`src/rtl/reram_pkg.sv`:
```
// reram_pkg: definitions shared by the ReRAM crossbar arbiter and reram_controller.
//   state_t          - arbiter FSM state encoding
//   RERAM_*_W        - default address / DAC / ADC result widths
//   RERAM_TIMEOUT    - default watchdog limit in WAIT cycles
//   sat_inc8()       - saturating 8-bit increment used for event counters
package reram_pkg;

  typedef enum logic [1:0] {
    ST_IDLE = 2'd0,
    ST_WAIT = 2'd1,
    ST_RESP = 2'd2,
    ST_GAP  = 2'd3
  } state_t;

  localparam int RERAM_ADDR_W  = 10;
  localparam int RERAM_DAC_W   = 10;
  localparam int RERAM_DATA_W  = 12;
  localparam int RERAM_TIMEOUT = 64;

  // Increment that sticks at 8'hFF instead of wrapping.
  function automatic logic [7:0] sat_inc8(input logic [7:0] v);
    return (v == 8'hFF) ? v : (v + 8'd1);
  endfunction

endpackage

```
`src/rtl/rr_priority_pick.sv`:
```
// rr_priority_pick: combinational round-robin picker.
// Searches i_req starting at index i_ptr and wrapping upward; the first set
// bit found wins.
//   i_req   - request vector
//   i_ptr   - search start index (must be < NUM_REQ)
//   o_grant - one-hot grant (all zero when no request)
//   o_idx   - index of the granted requester (0 when no request)
//   o_any   - at least one request present
module rr_priority_pick #(
  parameter int NUM_REQ = 4,
  parameter int IW      = $clog2(NUM_REQ)
) (
  input  logic [NUM_REQ-1:0] i_req,
  input  logic [IW-1:0]      i_ptr,
  output logic [NUM_REQ-1:0] o_grant,
  output logic [IW-1:0]      o_idx,
  output logic               o_any
);

  localparam logic [NUM_REQ-1:0] ONE = {{(NUM_REQ-1){1'b0}}, 1'b1};

  logic [IW-1:0] w_pos [NUM_REQ];
  logic [IW-1:0] w_idx;
  logic          w_any;

  // Walk the requesters in rotated order; only the first hit updates the index.
  always_comb begin
    w_idx = '0;
    w_any = 1'b0;
    for (int k = 0; k < NUM_REQ; k++) begin
      w_pos[k] = IW'((int'(i_ptr) + k) % NUM_REQ);
      w_idx    = (i_req[w_pos[k]] && !w_any) ? w_pos[k] : w_idx;
      w_any    = w_any | i_req[w_pos[k]];
    end
  end

  assign o_idx   = w_idx;
  assign o_any   = w_any;
  assign o_grant = w_any ? (ONE << w_idx) : {NUM_REQ{1'b0}};

endmodule

```
`src/rtl/reram_xbar_arbiter.sv`:
```
// reram_xbar_arbiter: shares one ReRAM crossbar compute port between NUM_REQ
// controllers, one transaction at a time, with round-robin fairness and a
// watchdog that aborts transactions whose result strobe never arrives.
//   req_valid/req_addr/req_dac - packed per-requester requests (slice i = requester i)
//   req_ready                  - one-hot accept, combinational in IDLE
//   rsp_valid/rsp_data/rsp_err - one-hot response pulse, shared data, abort flag
//   xbar_enable/addr/dac       - crossbar drive, held for the whole WAIT phase
//   xbar_data/xbar_valid       - ADC result and strobe (ignored outside WAIT)
//   busy                       - transaction in progress (any state but IDLE)
//   grant_id                   - current/last granted requester
//   timeout_cnt                - saturating number of watchdog aborts
module reram_xbar_arbiter
  import reram_pkg::*;
#(
  parameter int NUM_REQ = 4,
  parameter int ADDR_W  = RERAM_ADDR_W,
  parameter int DAC_W   = RERAM_DAC_W,
  parameter int DATA_W  = RERAM_DATA_W,
  parameter int TIMEOUT = RERAM_TIMEOUT
) (
  input  logic                        clk,
  input  logic                        rst_n,
  input  logic [NUM_REQ-1:0]          req_valid,
  input  logic [NUM_REQ*ADDR_W-1:0]   req_addr,
  input  logic [NUM_REQ*DAC_W-1:0]    req_dac,
  output logic [NUM_REQ-1:0]          req_ready,
  output logic [NUM_REQ-1:0]          rsp_valid,
  output logic [DATA_W-1:0]           rsp_data,
  output logic                        rsp_err,
  output logic                        xbar_enable,
  output logic [ADDR_W-1:0]           xbar_addr,
  output logic [DAC_W-1:0]            xbar_dac,
  input  logic [DATA_W-1:0]           xbar_data,
  input  logic                        xbar_valid,
  output logic                        busy,
  output logic [$clog2(NUM_REQ)-1:0]  grant_id,
  output logic [7:0]                  timeout_cnt
);

  localparam int IW  = $clog2(NUM_REQ);
  localparam int WCW = $clog2(TIMEOUT + 1);
  localparam logic [WCW-1:0]     WAIT_LAST = WCW'(TIMEOUT - 1);
  localparam logic [IW-1:0]      LAST_ID   = IW'(NUM_REQ - 1);
  localparam logic [NUM_REQ-1:0] ONE       = {{(NUM_REQ-1){1'b0}}, 1'b1};

  state_t               r_state;
  state_t               w_next_state;
  logic [IW-1:0]        r_rr_ptr;
  logic [WCW-1:0]       r_wait_cnt;
  logic [NUM_REQ-1:0]   r_rsp_valid;
  logic [DATA_W-1:0]    r_rsp_data;
  logic                 r_rsp_err;
  logic                 r_xbar_enable;
  logic [ADDR_W-1:0]    r_xbar_addr;
  logic [DAC_W-1:0]     r_xbar_dac;
  logic                 r_busy;
  logic [IW-1:0]        r_grant_id;
  logic [7:0]           r_timeout_cnt;

  logic [NUM_REQ-1:0]   w_pick_onehot;
  logic [IW-1:0]        w_pick_idx;
  logic                 w_pick_any;
  logic [NUM_REQ-1:0]   w_req_ready;
  logic                 w_wait_last;

  rr_priority_pick #(
    .NUM_REQ (NUM_REQ),
    .IW      (IW)
  ) u_pick (
    .i_req   (req_valid),
    .i_ptr   (r_rr_ptr),
    .o_grant (w_pick_onehot),
    .o_idx   (w_pick_idx),
    .o_any   (w_pick_any)
  );

  // Next-state decode and the combinational accept pulse.
  always_comb begin
    w_next_state = r_state;
    w_req_ready  = '0;
    w_wait_last  = (r_wait_cnt == WAIT_LAST);
    case (r_state)
      ST_IDLE: begin
        if (w_pick_any) begin
          w_next_state = ST_WAIT;
          w_req_ready  = w_pick_onehot;
        end else begin
          w_next_state = ST_IDLE;
        end
      end
      ST_WAIT: begin
        // A result strobe on the last watchdog cycle still counts as success.
        if (xbar_valid) begin
          w_next_state = ST_RESP;
        end else if (w_wait_last) begin
          w_next_state = ST_RESP;
        end else begin
          w_next_state = ST_WAIT;
        end
      end
      ST_RESP: w_next_state = ST_GAP;
      ST_GAP:  w_next_state = ST_IDLE;
      default: w_next_state = ST_IDLE;
    endcase
  end

  // State, datapath latches and registered outputs.
  always_ff @(posedge clk or negedge rst_n) begin
    if (!rst_n) begin
      r_state       <= ST_IDLE;
      r_rr_ptr      <= '0;
      r_wait_cnt    <= '0;
      r_rsp_valid   <= '0;
      r_rsp_data    <= '0;
      r_rsp_err     <= 1'b0;
      r_xbar_enable <= 1'b0;
      r_xbar_addr   <= '0;
      r_xbar_dac    <= '0;
      r_busy        <= 1'b0;
      r_grant_id    <= '0;
      r_timeout_cnt <= 8'd0;
    end else begin
      r_state       <= w_next_state;
      r_xbar_enable <= (w_next_state == ST_WAIT);
      r_busy        <= (w_next_state != ST_IDLE);
      r_rsp_valid   <= '0;
      r_rsp_err     <= 1'b0;
      case (r_state)
        ST_IDLE: begin
          if (w_pick_any) begin
            r_xbar_addr <= req_addr[int'(w_pick_idx)*ADDR_W +: ADDR_W];
            r_xbar_dac  <= req_dac[int'(w_pick_idx)*DAC_W +: DAC_W];
            r_grant_id  <= w_pick_idx;
            r_wait_cnt  <= '0;
          end
        end
        ST_WAIT: begin
          r_wait_cnt <= r_wait_cnt + WCW'(1);
          if (xbar_valid) begin
            r_rsp_valid <= ONE << r_grant_id;
            r_rsp_data  <= xbar_data;
            r_rsp_err   <= 1'b0;
          end else if (w_wait_last) begin
            r_rsp_valid   <= ONE << r_grant_id;
            r_rsp_data    <= '0;
            r_rsp_err     <= 1'b1;
            r_timeout_cnt <= sat_inc8(r_timeout_cnt);
          end
        end
        ST_RESP: begin
          r_rr_ptr <= (r_grant_id == LAST_ID) ? '0 : (r_grant_id + IW'(1));
        end
        ST_GAP: begin
          r_rr_ptr <= r_rr_ptr;
        end
        default: begin
          r_rr_ptr <= '0;
        end
      endcase
    end
  end

  assign req_ready   = w_req_ready;
  assign rsp_valid   = r_rsp_valid;
  assign rsp_data    = r_rsp_data;
  assign rsp_err     = r_rsp_err;
  assign xbar_enable = r_xbar_enable;
  assign xbar_addr   = r_xbar_addr;
  assign xbar_dac    = r_xbar_dac;
  assign busy        = r_busy;
  assign grant_id    = r_grant_id;
  assign timeout_cnt = r_timeout_cnt;

endmodule

```
`config.mk`:
```
export PLATFORM = sky130hd
export DESIGN_NAME = reram_xbar_arbiter
export DESIGN_NICKNAME = d
export VERILOG_FILES = /design/src/rtl/reram_pkg.sv /design/src/rtl/rr_priority_pick.sv /design/src/rtl/reram_xbar_arbiter.sv
export SDC_FILE = /design/constraint.sdc
export NUM_CORES = 1
export LEC_CHECK = 0
export BUFFER_PORTS_ARGS = -buffer_cell sky130_fd_sc_hd__buf_2
export CORE_AREA = 4 4 90 92
export DETAILED_ROUTE_END_ITERATION = 12
export DIE_AREA = 0 0 94 96
export PLACE_DENSITY = 0.76
export SLEW_MARGIN = 20
export SYNTH_ARGS = -nofsm -noshare
export SYNTH_HDL_FRONTEND = slang
export SYNTH_SLANG_ARGS = --single-unit
```
`constraint.sdc`:
```
create_clock -name clk -period 2.2 [get_ports clk]
set_input_delay 0.44 -clock clk [delete_from_list [all_inputs] [get_ports clk]]
set_output_delay 0.44 -clock clk [all_outputs]
set_load 0.005 [all_outputs]
```
==> results.yml, run 1 <==
run_status:
  outcome: "complete, no violations"
floorplanning:
  start_util: 0.464
  dieArea_um2: 9020
  row_count: 31
  ios: 152
  die_w_um: 94
  core_um2: 7210
  die_y_um: 96
timing:
  period_needed_ns: 2.14
  tns_ns: 0
  finalSetupViolations: 0
  hold_viol: 0
  fmax_mhz: 467
  rsz0062_at_grt: "yes"
  timing.slew.headroom: 0.492
  timing.final.crit_share: 0.973
  worst_slew_pin_slew_ns: 0.762
  finClkSkew_ns: 0.00890
  drv_slew: 0
grt:
  overflow: 0
  grt_pass1_wl_mm: 14.3
  grt_pass1_vias: 2951
  antenna_found_initial: 0
  grt.total_usage: 0.204
  grt_max_degree: 61
worst_hold_path:
  min_path_type: "input pin to asynchronous set/reset pin"
yosys:
  netlist_area_um2: 3350
  synth_cell_types: 48
  synthTopCellsByArea: "dfrtp_1 (45%), o211ai_2 (6.7%), mux2i_1 (6.3%)"
  avgSynthCellArea_um2: 10.5
  synth_ff_type: "dfrtp_1"
  yosys_warnings: 0
  synthCells: 319
  synth_fp_nets: 424
  async_flop_share: 1.00
  ys_ff_latch: 60
  netlist_top_cells_count: "dfrtp_1 (60), nand2_1 (31), and3_1 (26), o21ai_0 (22), mux2i_1 (21)"
  synth_edf_count: 0
  ys_seq_area_frac: 0.449
  yosysMostFrequentCell: "dfrtp_1"
  yosysTopAreaCell: "dfrtp_1"
  netlist.area_leader.share: 0.449
power_and_ir_drop:
  power.leakage_nw: 2.33
  vdd_ir_drop_max_uv: 507
  p_total_mw: 4.83
  p_per_area_nw_per_um2: 1110
layout:
  layoutNonFillerInstCount: 577
  utilization: 0.606
  drive_above_1_share: 0.448
  area.growth.synth_to_final_pct: 30.6
  diodes: 0
  layout.nets: 578
clock_network:
  cts_hold_buffers: 0
  clk-insertion-delay-late_ns: 0.33
  h-tree-depth: 3
  cts_sinks: 60
  cts-root-buf: "clkbuf_8"
  tritoncts: "built"
  path_clk_slew_ns: 0.07
  cts-buffers-inserted: 9
  cts_buffer_depth: 2
worst_setup_path:
  crit_fanout: 6
  reg2reg_depth: 6
  critical_path_class: "flip-flop to primary output"
  crit_chain: "nand2b_1, a21oi_1, and2b_1, nor3_2, buf_2"
  cp_top_family: "simple AND/OR/NAND/NOR gates"
  crit_arrival_ns: 1.70
  setup.reg_to_reg.worst_slack_ns: 0.24
  max_stage_delay_ns: 0.45
  cp-end-kind: "primary output"
  critPathBufInv: 1
  critPathRequiredTime_ns: 1.76
  crit_slowest_cell: "dfrtp_2"
  crit_path_start_kind: "flip-flop"
  r2r-start: "r_wait_cnt[0]"
  reg2reg_to: "rsp_data[6]"
place:
  dp_cells: 559
  portBuffers: 151
  gp_congestion: 0.769
  dp_hpwl_mm: 6.70
routing:
  first_pass_iters: 4
  wl_mm: 8.66
  initialDrtViolationCount: 121
  drc: 0
  postRouteAntennaNets: 0
  vias: 2978
  wl_per_cell_um: 15.0
  post_drt_via_cell_ratio: 5.16
job:
  cap_violations: 0
## logic make-up (layout without fill, tap and decap cells)
kind of cell,after synthesis,in the layout,synth area share
compound gates,98,98,0.235
xor+xnor,8,8,0.0209
fa+ha+maj,6,6,0.0224
buf+inv,26,185,0.0441
flops,60,60,0.449
mux,23,23,0.0696
simple gates,98,98,0.159
## metrics by stage
stage                     area, um2  hold slack (ns)  worst slack [ns]
after floorplan                3350            0.144             0.272
after global placement         4180            0.464             0.116
after detailed placement       4180            0.472            0.0953
after CTS                      4360            0.289           0.00582
after global routing           4370            0.302           -0.0251
final                          4370            0.255            0.0589
## final cells by class
class                      count  area, um2
fill                         655       2850
inverter                       5       18.8
tap                           99        124
clock buffer                  11        141
timing repair buffer         164        853
clock inverter                 5       27.5
multi-input combinational    233       1700
sequential                    60       1500
## registers in the layout (all words and copies together), names as in the netlist
name	count
r_state	2
xbar_addr	10
rsp_data	12
busy	1
r_rr_ptr	2
grant_id	2
r_wait_cnt	7
rsp_err	1
xbar_dac	10
timeout_cnt	8
xbar_enable	1
rsp_valid	4
## repair_timing
| action | 4_1_cts | 5_1_grt |
|---|---|---|
| buffers inserted | 1 | 1 |
| setup endpoints to repair | 1 | 4 |
| pin swaps | 1 | 1 |
| resized for setup | 0 | 2 |
| endpoints found under the hold margin | 0 | 0 |
## power breakdown
group / leakage, nW / total, mW / switching, mW / internal (mW)
combinational: 1.48 / 2.22 / 1.17 / 1.05
sequential: 0.759 / 1.76 / 0.261 / 1.50
clock: 0.0889 / 0.853 / 0.422 / 0.431
total: 2.33 / 4.83 / 1.85 / 2.98
## worst max path at each step
stage / start / endpoint / depth (start not counted)
finish: r_rr_ptr[1] / req_ready[0] / 5
global route: r_rr_ptr[1] / req_ready[0] / 5
CTS: r_rr_ptr[1] / req_ready[0] / 5
detailed placement: req_valid[1] / req_ready[3] / 6
global placement: req_valid[1] / req_ready[3] / 6
floorplan: req_valid[1] / req_ready[2] / 6
## layer usage
layer  GRT usage  routed length (um)  share of wire  vias to the layer above
met2       0.335                4360           0.50                      112
met1       0.268                3670           0.42                     1395
li1            -                   -              -                     1457
met4      0.0770                 142          0.016                        0
met5           0                   0              0                        -
met3      0.0407                 486          0.056                       14
## layout by cell type (no fill, tap or decap), types with 3 or more instances in the layout
cell type and instances:
buf_2 151, a21oi_1 3, inv_1 5, buf_4 13, clkinv_2 4, a22o_1 13, o21ai_1 10, and3_1 26
dfrtp_1 59, mux2i_1 21, xnor2_1 3, a21boi_0 20, nand2_1 31, xor2_1 5, ha_1 6, nor3_1 3
o21ai_0 22, nand3_1 3, o211ai_2 18, nor2_1 12, nand2b_1 4, clkbuf_8 10
Power figures use the tool's default switching activity.
==> run 2, diff against run 1 <==
--- a/config.mk
+++ b/config.mk
@@ -6,10 +6,12 @@
 export NUM_CORES = 1
 export LEC_CHECK = 0
 export BUFFER_PORTS_ARGS = -buffer_cell sky130_fd_sc_hd__buf_2
-export CORE_AREA = 4 4 90 92
+export CELL_PAD_IN_SITES_DETAIL_PLACEMENT = 1
+export CELL_PAD_IN_SITES_GLOBAL_PLACEMENT = 2
+export CORE_AREA = 4 4 115 117
 export DETAILED_ROUTE_END_ITERATION = 12
-export DIE_AREA = 0 0 94 96
-export PLACE_DENSITY = 0.76
+export DIE_AREA = 0 0 119 121
+export PLACE_DENSITY = 0.78
 export SLEW_MARGIN = 20
 export SYNTH_ARGS = -nofsm -noshare
 export SYNTH_HDL_FRONTEND = slang
==> run 2 against run 1 <==
Effect of this change:
- clock-buffer cell count increased by 1
- sequential share of layout area fell by 2.2 points
- die area rose by 60%
- via count increased by 2.7%
- utilization down 23 points
- cell area grew 6.6%
- critical path type unchanged
- total power up 13%
- highest routed layer unchanged
- worst setup slack improved by 0.0045 ns
==> results.yml, run 2 (synthesis gave the netlist of run 1 again) <==
routing:
  met1Wirelength_mm: 4.43
  post_drt_via_cell_ratio: 4.66
  initialDrtViolationCount: 75
  wl_mm: 10.1
  wl_met3_um: 523
  postRouteAntennaNets: 0
  wl_met2_mm: 5.00
  top_layer_used: "met4"
  wl_per_cell_um: 15.4
  drc: 0
  first_pass_iters: 4
  vias: 3057
worst_setup_path:
  setup.reg_to_reg.worst_slack_ns: 0.14
  crit_chain: "buf_4, mux2i_1, a2bb2oi_2, and2b_2, nand2_1, nor2_1, buf_2"
  r2r-start: "r_rr_ptr[1]"
  cp-end-kind: "primary output"
  max_stage_delay_ns: 0.39
  reg2reg_depth: 8
  crit_arrival_ns: 1.70
  cp_top_family: "flip-flops"
  crit_path_start_kind: "flip-flop"
  critical_path_class: "flip-flop to primary output"
  reg2reg_to: "xbar_addr[2]"
  critPathBufInv: 2
  critPathRequiredTime_ns: 1.76
  crit_fanout: 5
  crit_slowest_cell: "dfrtp_1"
timing:
  worst_slew_pin_slew_ns: 0.543
  timing.slew.headroom: 0.638
  tns_ns: 0
  fmax_mhz: 468
  finalSetupViolations: 0
  period_needed_ns: 2.14
  setup_ws_ns: 0.0634
  hold_viol: 0
  rsz0062_at_grt: "yes"
  finClkSkew_ns: 0.00872
  timing.final.crit_share: 0.971
  drv_slew: 0
grt:
  grt_pass1_vias: 3289
  grt_max_degree: 28
  overflow: 0
  grt.total_usage: 0.142
  grt_pass1_wl_mm: 16.5
  antenna_found_initial: 0
power_and_ir_drop:
  vdd_ir_drop_max_uv: 347
  p_per_area_nw_per_um2: 1170
  p_total_mw: 5.44
  power.leakage_nw: 2.42
layout:
  diodes: 0
  largest_reg_flops: 12
  final_common_cell: "buf_2"
  drive_above_1_share: 0.463
  layout_common_cells: "buf_2 (151), dfrtp_1 (60), nand2_1 (31), and3_1 (26), o21ai_0 (22)"
  layout.nets: 584
  area.growth.synth_to_final_pct: 39.3
floorplanning:
  row_count: 41
  core_um2: 12400
  die_y_um: 121
  ios: 152
  dieArea_um2: 14400
  start_util: 0.271
  die_w_um: 119
worst_hold_path:
  min_path_type: "input pin to asynchronous set/reset pin"
job:
  cap_violations: 0
clock_network:
  tritoncts: "built"
  clk-insertion-delay-late_ns: 0.33
  h-tree-depth: 3
  cts_sinks: 60
  cts_buffer_depth: 2
  cts-root-buf: "clkbuf_16"
  path_clk_slew_ns: 0.05
  cts-buffers-inserted: 9
run_status:
  outcome: "complete, no violations"
place:
  dp_hpwl_mm: 7.65
  dp_slack_ns: 0.105
  gp_congestion: 0.737
  portBuffers: 151
==> run 2: cell types whose count changed in the layout (fill, tap and decap cells not counted), moves of 2 or more <==
cell,before,now
clkbuf_8,10,2
clkinv_4,0,3
clkbuf_16,0,9
a21oi_1,3,1
buf_4,13,18
clkinv_2,4,0
a21oi_2,1,3
==> run 2: how the worst max path moves through the flow <==
stage / endpoint / start / slack, ns / cells after the start
after global placement: req_ready[3] / req_valid[1] / 0.12 / 6
after detailed placement: xbar_dac[3] / req_valid[3] / 0.10 / 7
after CTS: req_ready[0] / r_rr_ptr[1] / -0.05 / 6
final: req_ready[1] / r_rr_ptr[1] / 0.06 / 7
after global routing: req_ready[1] / r_rr_ptr[1] / -0.05 / 7
after floorplan: req_ready[2] / req_valid[1] / 0.27 / 6
==> run 2: routing by layer <==
layer,GRT usage,up-vias
met5,0,-
met4,0.0456,0
met3,0.0364,9
met2,0.237,81
met1,0.180,1489
li1,-,1478
==> run 2: stage by stage <==
step                hold WS (ns)  utilization  instances  area, um2
detailed placement         0.453        0.349        636       4310
finish                    0.0992        0.377        656       4660
floorplan                  0.144            -        319       3350
global placement           0.443        0.349        636       4310
global route               0.136        0.377        656       4660
CTS                        0.111        0.373        653       4620
==> run 2: what timing repair did <==
action	in CTS	in global routing
resized for setup	1	5
pin swaps	1	3
buffers inserted	1	3
hold buffers	0	0
setup endpoints to repair	3	4
==> run 2: final cells by class <==
cell class	instances	area [um2]
sequential	60	1500
inverter	5	18.8
timing repair buffer	170	911
tap	172	215
fill	1457	7700
clock buffer	12	256
clock inverter	4	33.8
multi-input combinational	233	1720
==> run 2: where the power goes <==
| part | switching, mW | internal (mW) |
|---|---|---|
| combinational | 1.23 | 1.11 |
| sequential | 0.248 | 1.50 |
| clock | 0.523 | 0.830 |
==> run 3, diff against run 2 <==
--- a/config.mk
+++ b/config.mk
@@ -8,9 +8,9 @@
 export BUFFER_PORTS_ARGS = -buffer_cell sky130_fd_sc_hd__buf_2
 export CELL_PAD_IN_SITES_DETAIL_PLACEMENT = 1
 export CELL_PAD_IN_SITES_GLOBAL_PLACEMENT = 2
-export CORE_AREA = 4 4 115 117
+export CORE_AREA = 4 4 121 111
 export DETAILED_ROUTE_END_ITERATION = 12
-export DIE_AREA = 0 0 119 121
+export DIE_AREA = 0 0 125 115
 export PLACE_DENSITY = 0.78
 export SLEW_MARGIN = 20
 export SYNTH_ARGS = -nofsm -noshare
==> run 3 against run 2 <==
Effect of this change:
- critical path type is now input pin to primary output
- register-to-register slack improved by 0.10 ns
- sequential share of layout area increased by 0.41 points
- non-clock buffer count decreased by 7
- clock-buffer cell count decreased by 3
- clock skew about the same
- first-iteration DRC count increased by 48%
- global-route usage increased by 0.12 points
- cell area decreased by 1.2%
- routed wire length increased by 0.29%
- via count decreased by 1.1%
==> results.yml, run 3 (synthesis gave the netlist of run 1 again) <==
run_status:
  outcome: "complete, no violations"
routing:
  postRouteAntennaNets: 0
  post_drt_via_cell_ratio: 4.74
  wl_per_cell_um: 15.9
  wl_met2_mm: 4.83
  vias: 3022
  wl_mm: 10.1
  wl_met3_um: 533
  drc: 0
  top_layer_used: "met4"
  met1Wirelength_mm: 4.63
  first_pass_iters: 4
  initialDrtViolationCount: 111
layout:
  layout.nets: 577
  area.growth.synth_to_final_pct: 37.6
  final_common_cell: "buf_2"
  drive_above_1_share: 0.455
  layout_common_cells: "buf_2 (151), dfrtp_1 (59), nand2_1 (31), and3_1 (26), o21ai_0 (22)"
  largest_reg_flops: 12
  diodes: 0
timing:
  period_needed_ns: 2.16
  setup_ws_ns: 0.0380
  finalSetupViolations: 0
  hold_viol: 0
  worst_slew_pin_slew_ns: 0.611
  hold_slack_ns: 0.128
  fmax_mhz: 463
  drv_slew: 0
  timing.slew.headroom: 0.593
  rsz0062_at_grt: "yes"
  finClkSkew_ns: 0.00887
  timing.final.crit_share: 0.983
worst_setup_path:
  cp-end-kind: "primary output"
  critPathBufInv: 2
  crit_top_cell: "buf_2"
  crit_arrival_ns: 1.72
  crit_slowest_cell: "or3_4"
  critical_path_class: "input pin to primary output"
  crit_fanout: 5
  max_stage_delay_ns: 0.38
  critPathRequiredTime_ns: 1.76
  crit_path_start_kind: "input pin"
  crit_chain: "buf_2, or2_1, or3_4, and2_4, and3_1, buf_2"
  cp_top_family: "simple AND/OR/NAND/NOR gates"
clock_network:
  cts-buffers-inserted: 9
  h-tree-depth: 3
  path_clk_slew_ns: 0.05
  cts-root-buf: "clkbuf_16"
  clk-insertion-delay-late_ns: 0.32
  tritoncts: "built"
  cts_sinks: 60
  cts_buffer_depth: 2
grt:
  overflow: 0
  grt_pass1_wl_mm: 16.8
  grt_pass1_vias: 3310
  grt.total_usage: 0.143
  grt_max_degree: 37
  antenna_found_initial: 0
place:
  gp_congestion: 0.753
  dp_slack_ns: 0.0692
  portBuffers: 151
  dp_hpwl_mm: 7.83
floorplanning:
  die_y_um: 115
  die_w_um: 125
  ios: 152
  row_count: 38
  dieArea_um2: 14400
  start_util: 0.277
  core_um2: 12100
job:
  cap_violations: 0
power_and_ir_drop:
  power.leakage_nw: 2.38
  vdd_ir_drop_max_uv: 400
  p_per_area_nw_per_um2: 1180
worst_hold_path:
  min_path_type: "input pin to asynchronous set/reset pin"
run 3: cell count changes in the layout (fill, tap and decap cells not counted), sizes merged:
| cell | before | now |
|---|---|---|
| inv | 5 | 6 |
| bufinv | 0 | 1 |
| buf | 170 | 163 |
| clkinv | 3 | 2 |
| clkinvlp | 1 | 3 |
| clkbuf | 12 | 9 |
run 3: per-stage QoR:
step	utilization	total power [mW]	std cells	cell area, um2	TNS [ns]
CTS	0.379	5.53	637	4580	0
floorplan	-	3.20	319	3350	0
global placement	0.353	3.98	620	4270	0
finish	0.381	5.46	637	4600	0
global route	0.381	5.95	637	4600	-0.0872
detailed placement	0.353	4.06	620	4270	0
run 3: path summary, 6_finish.rpt:
path	start	end	slack, ns	cells past startpoint
setup / recovery	req_valid[1]	req_ready[3]	0.04	6
hold / removal	rst_n	r_wait_cnt[5]	0.13	1
setup reg to reg	r_wait_cnt[0]	rsp_data[3]	0.24	6
hold reg to reg	xbar_addr[4]	xbar_addr[4]	0.49	2
max in group asynchronous	rst_n	r_rr_ptr[1]	1.43	2
min in group clk	xbar_data[2]	rsp_data[2]	0.33	2
run 3: cell type report:
type,instances,area (um2)
Clock inverter,7,75.1
Tap cell,160,200
Sequential cell,60,1500
Clock buffer,9,225
Inverter,5,18.8
Timing Repair Buffer,163,858
Multi-Input combinational cell,233,1720
Fill cell,1439,7470
run 3: power by group:
| group | total (mW) | leakage [nW] | switching [mW] | internal [mW] |
|---|---|---|---|---|
| Combinational | 2.28 | 1.49 | 1.22 | 1.06 |
| Clock | 1.41 | 0.138 | 0.529 | 0.879 |
| Sequential | 1.77 | 0.759 | 0.270 | 1.50 |
| Total | 5.46 | 2.38 | 2.02 | 3.44 |
run 3: routing by layer:
layer	vias to the layer above	track usage
met5	-	0
met4	0	0.0390
met3	7	0.0372
met2	88	0.235
met1	1468	0.189
li1	1459	-
run 3: repair_timing:
item	4_1_cts	5_1_grt
endpoints found under the setup margin	3	4
pin swaps	1	0
gates resized for setup	1	6
hold buffers	0	0
endpoints found under the hold margin	0	0
setup buffers	1	0
gates cloned	0	0
